**src/rtl/ctrl_pkg.sv**
```systemverilog
// ---------------------------------------------------------------------------
// ctrl_pkg
// Shared encodings for the multicycle CPU control unit and its datapath:
// opcode and FSM state enums, mux-select / ALU-op localparams, and the
// bundled control-strobe struct produced by the output decoder.
// ---------------------------------------------------------------------------
package ctrl_pkg;

    typedef enum logic [3:0] {
        OP_RTYPE = 4'h0,
        OP_ADDI  = 4'h1,
        OP_LW    = 4'h2,
        OP_SW    = 4'h3,
        OP_BEQ   = 4'h4,
        OP_J     = 4'h5,
        OP_JAL   = 4'h6,
        OP_JR    = 4'h7,
        OP_HALT  = 4'hF
    } opcode_e;

    typedef enum logic [3:0] {
        S_IDLE,
        S_FETCH,
        S_DECODE,
        S_EXEC,
        S_ALUWB,
        S_MEMADR,
        S_MEMRD,
        S_MEMWB,
        S_MEMWR,
        S_BRANCH,
        S_JUMP,
        S_JAL,
        S_JR,
        S_HALT
    } state_e;

    // aluCtrl
    localparam logic [2:0] ALU_ADD   = 3'd0;
    localparam logic [2:0] ALU_SUB   = 3'd1;
    localparam logic [2:0] ALU_AND   = 3'd2;
    localparam logic [2:0] ALU_OR    = 3'd3;
    localparam logic [2:0] ALU_SLT   = 3'd4;
    localparam logic [2:0] ALU_FUNCT = 3'd5;

    // pcSrc
    localparam logic [1:0] PCSRC_ALU    = 2'd0;
    localparam logic [1:0] PCSRC_ALUOUT = 2'd1;
    localparam logic [1:0] PCSRC_JUMP   = 2'd2;
    localparam logic [1:0] PCSRC_RS     = 2'd3;

    // regDst
    localparam logic [1:0] REGDST_RT   = 2'd0;
    localparam logic [1:0] REGDST_RD   = 2'd1;
    localparam logic [1:0] REGDST_LINK = 2'd2;

    // memToReg
    localparam logic [1:0] M2R_ALUOUT = 2'd0;
    localparam logic [1:0] M2R_MDR    = 2'd1;
    localparam logic [1:0] M2R_PC     = 2'd2;

    // aluSrcA / aluSrcB
    localparam logic       ALUA_PC  = 1'b0;
    localparam logic       ALUA_RS  = 1'b1;
    localparam logic [1:0] ALUB_RT  = 2'd0;
    localparam logic [1:0] ALUB_TWO = 2'd1;
    localparam logic [1:0] ALUB_IMM = 2'd2;

    typedef struct packed {
        logic       mem_req;
        logic       mem_we;
        logic       i_or_d;
        logic       ir_write;
        logic       pc_write;
        logic [1:0] pc_src;
        logic       reg_write;
        logic [1:0] reg_dst;
        logic [1:0] mem_to_reg;
        logic       alu_src_a;
        logic [1:0] alu_src_b;
        logic [2:0] alu_ctrl;
    } ctrl_out_t;

    function automatic logic is_mem_state(state_e s);
        return (s == S_FETCH) || (s == S_MEMRD) || (s == S_MEMWR);
    endfunction

endpackage

```
**src/rtl/multicycle_ctrl_outdec.sv**
```systemverilog
// ---------------------------------------------------------------------------
// multicycle_ctrl_outdec
// Combinational map from the current FSM state to the datapath strobes.
//   i_state     : current control state
//   i_op        : IR opcode field (selects R-type vs addi variants)
//   i_zero      : ALU zero flag (branch decision)
//   i_mem_ready : memory completes the access this cycle
//   o_ctrl      : bundled control strobes / mux selects
// ---------------------------------------------------------------------------
module multicycle_ctrl_outdec
    import ctrl_pkg::*;
(
    input  state_e      i_state,
    input  logic [3:0]  i_op,
    input  logic        i_zero,
    input  logic        i_mem_ready,
    output ctrl_out_t   o_ctrl
);

    always_comb begin
        o_ctrl = '0;
        case (i_state)
            S_FETCH: begin
                o_ctrl.mem_req   = 1'b1;
                o_ctrl.i_or_d    = 1'b0;
                // IR and PC load only on the completing cycle so wait cycles
                // do not advance the PC more than once.
                o_ctrl.ir_write  = i_mem_ready;
                o_ctrl.pc_write  = i_mem_ready;
                o_ctrl.pc_src    = PCSRC_ALU;
                o_ctrl.alu_src_a = ALUA_PC;
                o_ctrl.alu_src_b = ALUB_TWO;
                o_ctrl.alu_ctrl  = ALU_ADD;
            end
            S_DECODE: begin
                // Branch target PC + imm precomputed into ALUOut.
                o_ctrl.alu_src_a = ALUA_PC;
                o_ctrl.alu_src_b = ALUB_IMM;
                o_ctrl.alu_ctrl  = ALU_ADD;
            end
            S_EXEC: begin
                o_ctrl.alu_src_a = ALUA_RS;
                if (i_op == OP_RTYPE) begin
                    o_ctrl.alu_src_b = ALUB_RT;
                    o_ctrl.alu_ctrl  = ALU_FUNCT;
                end else begin
                    o_ctrl.alu_src_b = ALUB_IMM;
                    o_ctrl.alu_ctrl  = ALU_ADD;
                end
            end
            S_ALUWB: begin
                o_ctrl.reg_write  = 1'b1;
                o_ctrl.mem_to_reg = M2R_ALUOUT;
                o_ctrl.reg_dst    = (i_op == OP_RTYPE) ? REGDST_RD : REGDST_RT;
            end
            S_MEMADR: begin
                o_ctrl.alu_src_a = ALUA_RS;
                o_ctrl.alu_src_b = ALUB_IMM;
                o_ctrl.alu_ctrl  = ALU_ADD;
            end
            S_MEMRD: begin
                o_ctrl.mem_req = 1'b1;
                o_ctrl.i_or_d  = 1'b1;
            end
            S_MEMWB: begin
                o_ctrl.reg_write  = 1'b1;
                o_ctrl.mem_to_reg = M2R_MDR;
                o_ctrl.reg_dst    = REGDST_RT;
            end
            S_MEMWR: begin
                o_ctrl.mem_req = 1'b1;
                o_ctrl.mem_we  = 1'b1;
                o_ctrl.i_or_d  = 1'b1;
            end
            S_BRANCH: begin
                o_ctrl.alu_src_a = ALUA_RS;
                o_ctrl.alu_src_b = ALUB_RT;
                o_ctrl.alu_ctrl  = ALU_SUB;
                o_ctrl.pc_write  = i_zero;
                o_ctrl.pc_src    = PCSRC_ALUOUT;
            end
            S_JUMP: begin
                o_ctrl.pc_write = 1'b1;
                o_ctrl.pc_src   = PCSRC_JUMP;
            end
            S_JAL: begin
                o_ctrl.reg_write  = 1'b1;
                o_ctrl.reg_dst    = REGDST_LINK;
                o_ctrl.mem_to_reg = M2R_PC;
                o_ctrl.pc_write   = 1'b1;
                o_ctrl.pc_src     = PCSRC_JUMP;
            end
            S_JR: begin
                o_ctrl.pc_write = 1'b1;
                o_ctrl.pc_src   = PCSRC_RS;
            end
            default: o_ctrl = '0; // IDLE, HALT
        endcase
    end

endmodule

```
**src/rtl/multicycle_ctrl.sv**
```systemverilog
// ---------------------------------------------------------------------------
// multicycle_ctrl
// Control unit for the 16-bit multicycle CPU. Sequences fetch / decode /
// execute / memory / writeback, handshakes with a variable-latency memory,
// counts retired instructions, and stops on halt, illegal opcode or memory
// timeout.
//   clk, reset      : clock, synchronous active-low reset
//   op, zero        : IR opcode, ALU zero flag
//   memReady        : memory completes current access
//   memReq..aluCtrl : datapath strobes and mux selects
//   halted, error   : sticky stop / fault flags
//   instret         : retired-instruction counter (wraps)
// ---------------------------------------------------------------------------
module multicycle_ctrl
    import ctrl_pkg::*;
#(
    parameter int MEM_TIMEOUT = 255
)(
    input  logic        clk,
    input  logic        reset,
    input  logic [3:0]  op,
    input  logic        zero,
    input  logic        memReady,
    output logic        memReq,
    output logic        memWe,
    output logic        iOrD,
    output logic        irWrite,
    output logic        pcWrite,
    output logic [1:0]  pcSrc,
    output logic        regWrite,
    output logic [1:0]  regDst,
    output logic [1:0]  memToReg,
    output logic        aluSrcA,
    output logic [1:0]  aluSrcB,
    output logic [2:0]  aluCtrl,
    output logic        halted,
    output logic        error,
    output logic [15:0] instret
);

    // Last wait count before the access is abandoned.
    localparam logic [7:0] LP_WAIT_LAST = 8'(MEM_TIMEOUT - 1);

    state_e      r_state;
    state_e      w_next;
    logic [7:0]  r_wait;
    logic [15:0] r_instret;
    logic        r_halted;
    logic        r_error;
    logic        w_mem_state;
    logic        w_timeout;
    logic        w_err_halt;
    logic        w_retire;
    ctrl_out_t   w_out;

    assign w_mem_state = is_mem_state(r_state);
    assign w_timeout   = w_mem_state && !memReady && (r_wait == LP_WAIT_LAST);

    // State register plus the counters that advance with it.
    always_ff @(posedge clk) begin
        if (!reset) begin
            r_state   <= S_IDLE;
            r_wait    <= 8'd0;
            r_instret <= 16'd0;
            r_halted  <= 1'b0;
            r_error   <= 1'b0;
        end else begin
            r_state <= w_next;
            // Counter is zero whenever a memory state is entered, since it
            // is cleared in every non-waiting cycle.
            r_wait  <= (w_mem_state && !memReady && !w_timeout) ? r_wait + 8'd1 : 8'd0;
            if (w_retire)
                r_instret <= r_instret + 16'd1;
            if (w_next == S_HALT)
                r_halted <= 1'b1;
            if (w_err_halt)
                r_error <= 1'b1;
        end
    end

    // Next-state logic.
    always_comb begin
        w_next     = r_state;
        w_err_halt = 1'b0;
        case (r_state)
            S_IDLE:   w_next = S_FETCH;
            S_FETCH:  if (memReady) w_next = S_DECODE;
            S_DECODE: begin
                case (op)
                    OP_RTYPE, OP_ADDI: w_next = S_EXEC;
                    OP_LW, OP_SW:      w_next = S_MEMADR;
                    OP_BEQ:            w_next = S_BRANCH;
                    OP_J:              w_next = S_JUMP;
                    OP_JAL:            w_next = S_JAL;
                    OP_JR:             w_next = S_JR;
                    OP_HALT:           w_next = S_HALT;
                    default: begin
                        w_next     = S_HALT;
                        w_err_halt = 1'b1;
                    end
                endcase
            end
            S_EXEC:   w_next = S_ALUWB;
            S_ALUWB:  w_next = S_FETCH;
            S_MEMADR: w_next = (op == OP_SW) ? S_MEMWR : S_MEMRD;
            S_MEMRD:  if (memReady) w_next = S_MEMWB;
            S_MEMWB:  w_next = S_FETCH;
            S_MEMWR:  if (memReady) w_next = S_FETCH;
            S_BRANCH, S_JUMP, S_JAL, S_JR: w_next = S_FETCH;
            S_HALT:   w_next = S_HALT;
            default:  w_next = S_IDLE;
        endcase
        if (w_timeout) begin
            w_next     = S_HALT;
            w_err_halt = 1'b1;
        end
    end

    // Retirement: last cycle of each instruction; halt opcode retires at
    // decode, illegal opcodes and timeouts never do.
    always_comb begin
        w_retire = 1'b0;
        case (r_state)
            S_ALUWB, S_MEMWB, S_BRANCH, S_JUMP, S_JAL, S_JR: w_retire = 1'b1;
            S_MEMWR:  w_retire = memReady;
            S_DECODE: w_retire = (op == OP_HALT);
            default:  w_retire = 1'b0;
        endcase
    end

    // Output decode.
    multicycle_ctrl_outdec u_outdec (
        .i_state     (r_state),
        .i_op        (op),
        .i_zero      (zero),
        .i_mem_ready (memReady),
        .o_ctrl      (w_out)
    );

    assign memReq   = w_out.mem_req;
    assign memWe    = w_out.mem_we;
    assign iOrD     = w_out.i_or_d;
    assign irWrite  = w_out.ir_write;
    assign pcWrite  = w_out.pc_write;
    assign pcSrc    = w_out.pc_src;
    assign regWrite = w_out.reg_write;
    assign regDst   = w_out.reg_dst;
    assign memToReg = w_out.mem_to_reg;
    assign aluSrcA  = w_out.alu_src_a;
    assign aluSrcB  = w_out.alu_src_b;
    assign aluCtrl  = w_out.alu_ctrl;
    assign halted   = r_halted;
    assign error    = r_error;
    assign instret  = r_instret;

endmodule
```
**config.mk**
```make
export PLATFORM = sky130hd
export DESIGN_NAME = multicycle_ctrl
export DESIGN_NICKNAME = d
export VERILOG_FILES = /design/src/rtl/ctrl_pkg.sv /design/src/rtl/multicycle_ctrl_outdec.sv /design/src/rtl/multicycle_ctrl.sv
export SDC_FILE = /design/constraint.sdc
export NUM_CORES = 1
export LEC_CHECK = 0
export CAP_MARGIN = 5
export CORE_UTILIZATION = 49
export DETAILED_ROUTE_END_ITERATION = 7
export PLACE_DENSITY = 0.83
export SLEW_MARGIN = 5
export SYNTH_ARGS = -nofsm -noshare
export SYNTH_HDL_FRONTEND = slang
export SYNTH_SLANG_ARGS = --single-unit
```
**constraint.sdc**
```tcl
create_clock -name clk -period 4.1 [get_ports clk]
set_input_delay 0.82 -clock clk [delete_from_list [all_inputs] [get_ports clk]]
set_output_delay 0.82 -clock clk [all_outputs]
set_load 0.005 [all_outputs]
```
==> flow_summary.yaml <==
logic_synthesis:
  avgSynthCellArea_um2: 7.81
  synth-seq-area-share_pct: 32.7
  synthCells: 235
  synth_top_area_share_pct: 32.7
  yosysUniqueCellTypes: 49
  yosysTopAreaCell: "dfxtp_1"
  synth_ff_type: "dfxtp_1"
  yosys-top-cells-area: "dfxtp_1 33%, a21oi_1 6.0%, nand2_1 4.7%, nor2_1 4.7%, or4_1 3.3%"
  yosysMostFrequentCell: "dfxtp_1"
  yosys_warnings: 0
  synth_seq_cells: 30
  synth_edf_count: 0
  synth-async-reset-ratio_pct: 0
  synth_commonest_cells: "30 x dfxtp_1, 23 x nand2_1, 23 x nor2_1, 22 x a21oi_1, 10 x nand3_1"
  syn_area_um2: 1830
  syn_nets: 246
clock_tree:
  cts_tree: "done"
  clock_path_buffers: 2
  cts.clk_slew.worst_paths_ns: 0.06
  cts-root-buf: "clkbuf_8"
  htreeDepth: 2
  cts_buffers: 5
  cts.sinks: 30
  clock_latency_ns: 0.28
  ctsHoldBuffers: 0
  ctsResizeCount: 0
  cts_setup_buffers: 0
cells_and_area:
  fillers: 305
  area_delta_synth_final_pct: 25.4
  fin_nets: 278
  antennaDiodeCount: 0
  drive_gt1_share_pct: 5.97
power_and_ir_drop:
  p_leak_nw: 0.740
  power.density_nw_per_um2: 276
  vdd_drop_max_mv: 0.289
critical_path:
  critPathBufInv: 2
  cp_data_required_time_ns: 3.28
  worst_setup_path_end_kind: "primary output"
  worst_path_most_repeated_cell: "clkdlybuf4s50_1"
  crit_family: "buffers and inverters"
  max_stage_delay_ns: 0.53
  worstSetupPathType: "in2out"
  cp-start-kind: "input port"
  cp.arrival_ns: 2.58
  path_cells: "clkdlybuf4s50_1, nor4_1, a21oi_1, nor3b_1, clkdlybuf4s50_1"
  crit_slowest_cell: "clkdlybuf4s50_1"
  cp_max_fo: 7
placed_design:
  preCtsSetupSlack_ns: 0.720
  gp_congestion: 0.853
  io_buffers: 42
  place_hpwl_um: 2820
die:
  die-height_um: 63.2
  coreArea_um2: 3470
  die_x_um: 63.2
  io_pins: 44
  die_area_um2: 3990
  start_util_pct: 52.9
  rows: 21
sta:
  rsz0062_at_grt: "false"
  fin_crit_sh_pct: 83.0
  finalWorstSetupSlack_ns: 0.698
  worstMarginPinSlew_ns: 0.977
  setup_viol: 0
  hold_viol: 0
  report.final.slew_viol_count: 0
  relSlewSlack_pct: 34.8
  setup_tns_ns: 0
  clock_skew_ns: 0.00486
  fmax_ghz: 0.294
  period_minus_slack_ns: 3.40
routing:
  drc: 0
  route.detailed.wl_per_inst_um: 13.0
  drt_iter0_markers: 103
  routed_wl_um: 4090
  antenna_left: 0
  via_per_inst: 5.87
  firstDrtPassIters: 4
  vias: 1843
grt:
  track_usage_pct: 22.4
  antenna_found_initial: 0
  grt-ovfl-total: 0
  grt_pass1_vias: 1579
  grt_first_pass_wirelength_um: 7180
  grt_max_degree: 30
worst_hold_path:
  hp-class: "reg2reg"
run:
  maxCapViolCount: 0
status:
  outcome: "finished, final reports clean"
cells in the final DEF (no fill, tap or decap), types with 2 or more instances in the layout:
cell / netlist / layout
a211oi_1: 3 / 3
a21oi_1: 22 / 22
a31oi_1: 2 / 2
and2_1: 3 / 3
and3_1: 3 / 3
clkbuf_8: 0 / 6
clkdlybuf4s50_1: 0 / 42
dfxtp_1: 30 / 30
ha_1: 3 / 3
inv_1: 9 / 9
mux2i_1: 2 / 2
nand2_1: 23 / 23
nand3_1: 10 / 10
nand4_1: 4 / 4
nor2_1: 23 / 23
nor2b_1: 2 / 2
nor3_1: 7 / 7
nor4_1: 3 / 3
nor4b_2: 2 / 2
nor4bb_1: 2 / 2
o21ai_0: 7 / 7
o21ai_1: 2 / 2
o22ai_1: 2 / 2
o31a_1: 2 / 2
o31ai_1: 7 / 7
or2_2: 3 / 3
or3_1: 8 / 8
or4_1: 8 / 8
xnor2_1: 5 / 5
xor2_1: 4 / 4
where the power goes:
group / leakage [nW] / total (mW) / switching (mW) / internal (mW)
clock: 0.0482 / 0.247 / 0.111 / 0.135
sequential: 0.242 / 0.311 / 0.0154 / 0.295
combinational: 0.450 / 0.0764 / 0.0362 / 0.0402
total: 0.740 / 0.634 / 0.163 / 0.471
worst paths after layout:
check | from | end | slack, ns | depth (start not counted)
hold reg to reg | r_wait[0]$_SDFF_PN0_ | r_wait[0]$_SDFF_PN0_ | 0.46 | 1
hold / removal | r_wait[0]$_SDFF_PN0_ | r_wait[0]$_SDFF_PN0_ | 0.46 | 1
setup / recovery | op[1] | aluCtrl[0] | 0.70 | 5
setup reg to reg | r_state[2]$_SDFF_PN0_ | instret[9]$_SDFFE_PN0P_ | 1.40 | 5
kinds of logic after synthesis:
| logic type | after synthesis | share of synthesized area [%] |
|---|---|---|
| adder cells (fa/ha/maj) | 3 | 2.05 |
| AND/OR/NAND/NOR | 108 | 32.9 |
| multiplexers | 2 | 1.09 |
| flip-flops | 30 | 32.7 |
| AO/OA/AOI/OAI | 55 | 19.0 |
| other | 1 | 0.204 |
| buffers and inverters | 27 | 7.71 |
| XOR/XNOR | 9 | 4.30 |
through the flow:
step,power (mW),hold WS [ns],instance area (um^2),std cells,utilization (%)
floorplan,0.365,0.430,1830,235,-
global placement,0.393,0.443,2210,306,63.7
detailed placement,0.393,0.456,2210,306,63.7
CTS,0.636,0.470,2300,314,66.3
global route,0.665,0.501,2300,314,66.3
finish,0.634,0.464,2300,314,66.3
flip-flops by register name (all words and copies together), names as in the netlist:
register and count:
error 1, r_wait 8, instret 16, halted 1, r_state 4
area by class of cell:
class,instances,area [um^2],area share (%)
inverters,10,37.5,1.63
clock buffers,7,86.3,3.75
clock inverters,1,5.00,0.218
multi-input cells,178,1090,47.5
well taps,46,57.6,2.50
repair buffers,42,420,18.3
flip-flops and latches,30,601,26.1
routing by layer:
metal,vias to the layer above,part of all wire [%],global-route usage [%]
li1,909,-,-
met1,858,48,29.5
met2,66,45,34.4
met3,10,5.1,5.62
met4,0,2.2,9.66
met5,-,0,0
Note: power is estimated with default switching activity, not from simulation.
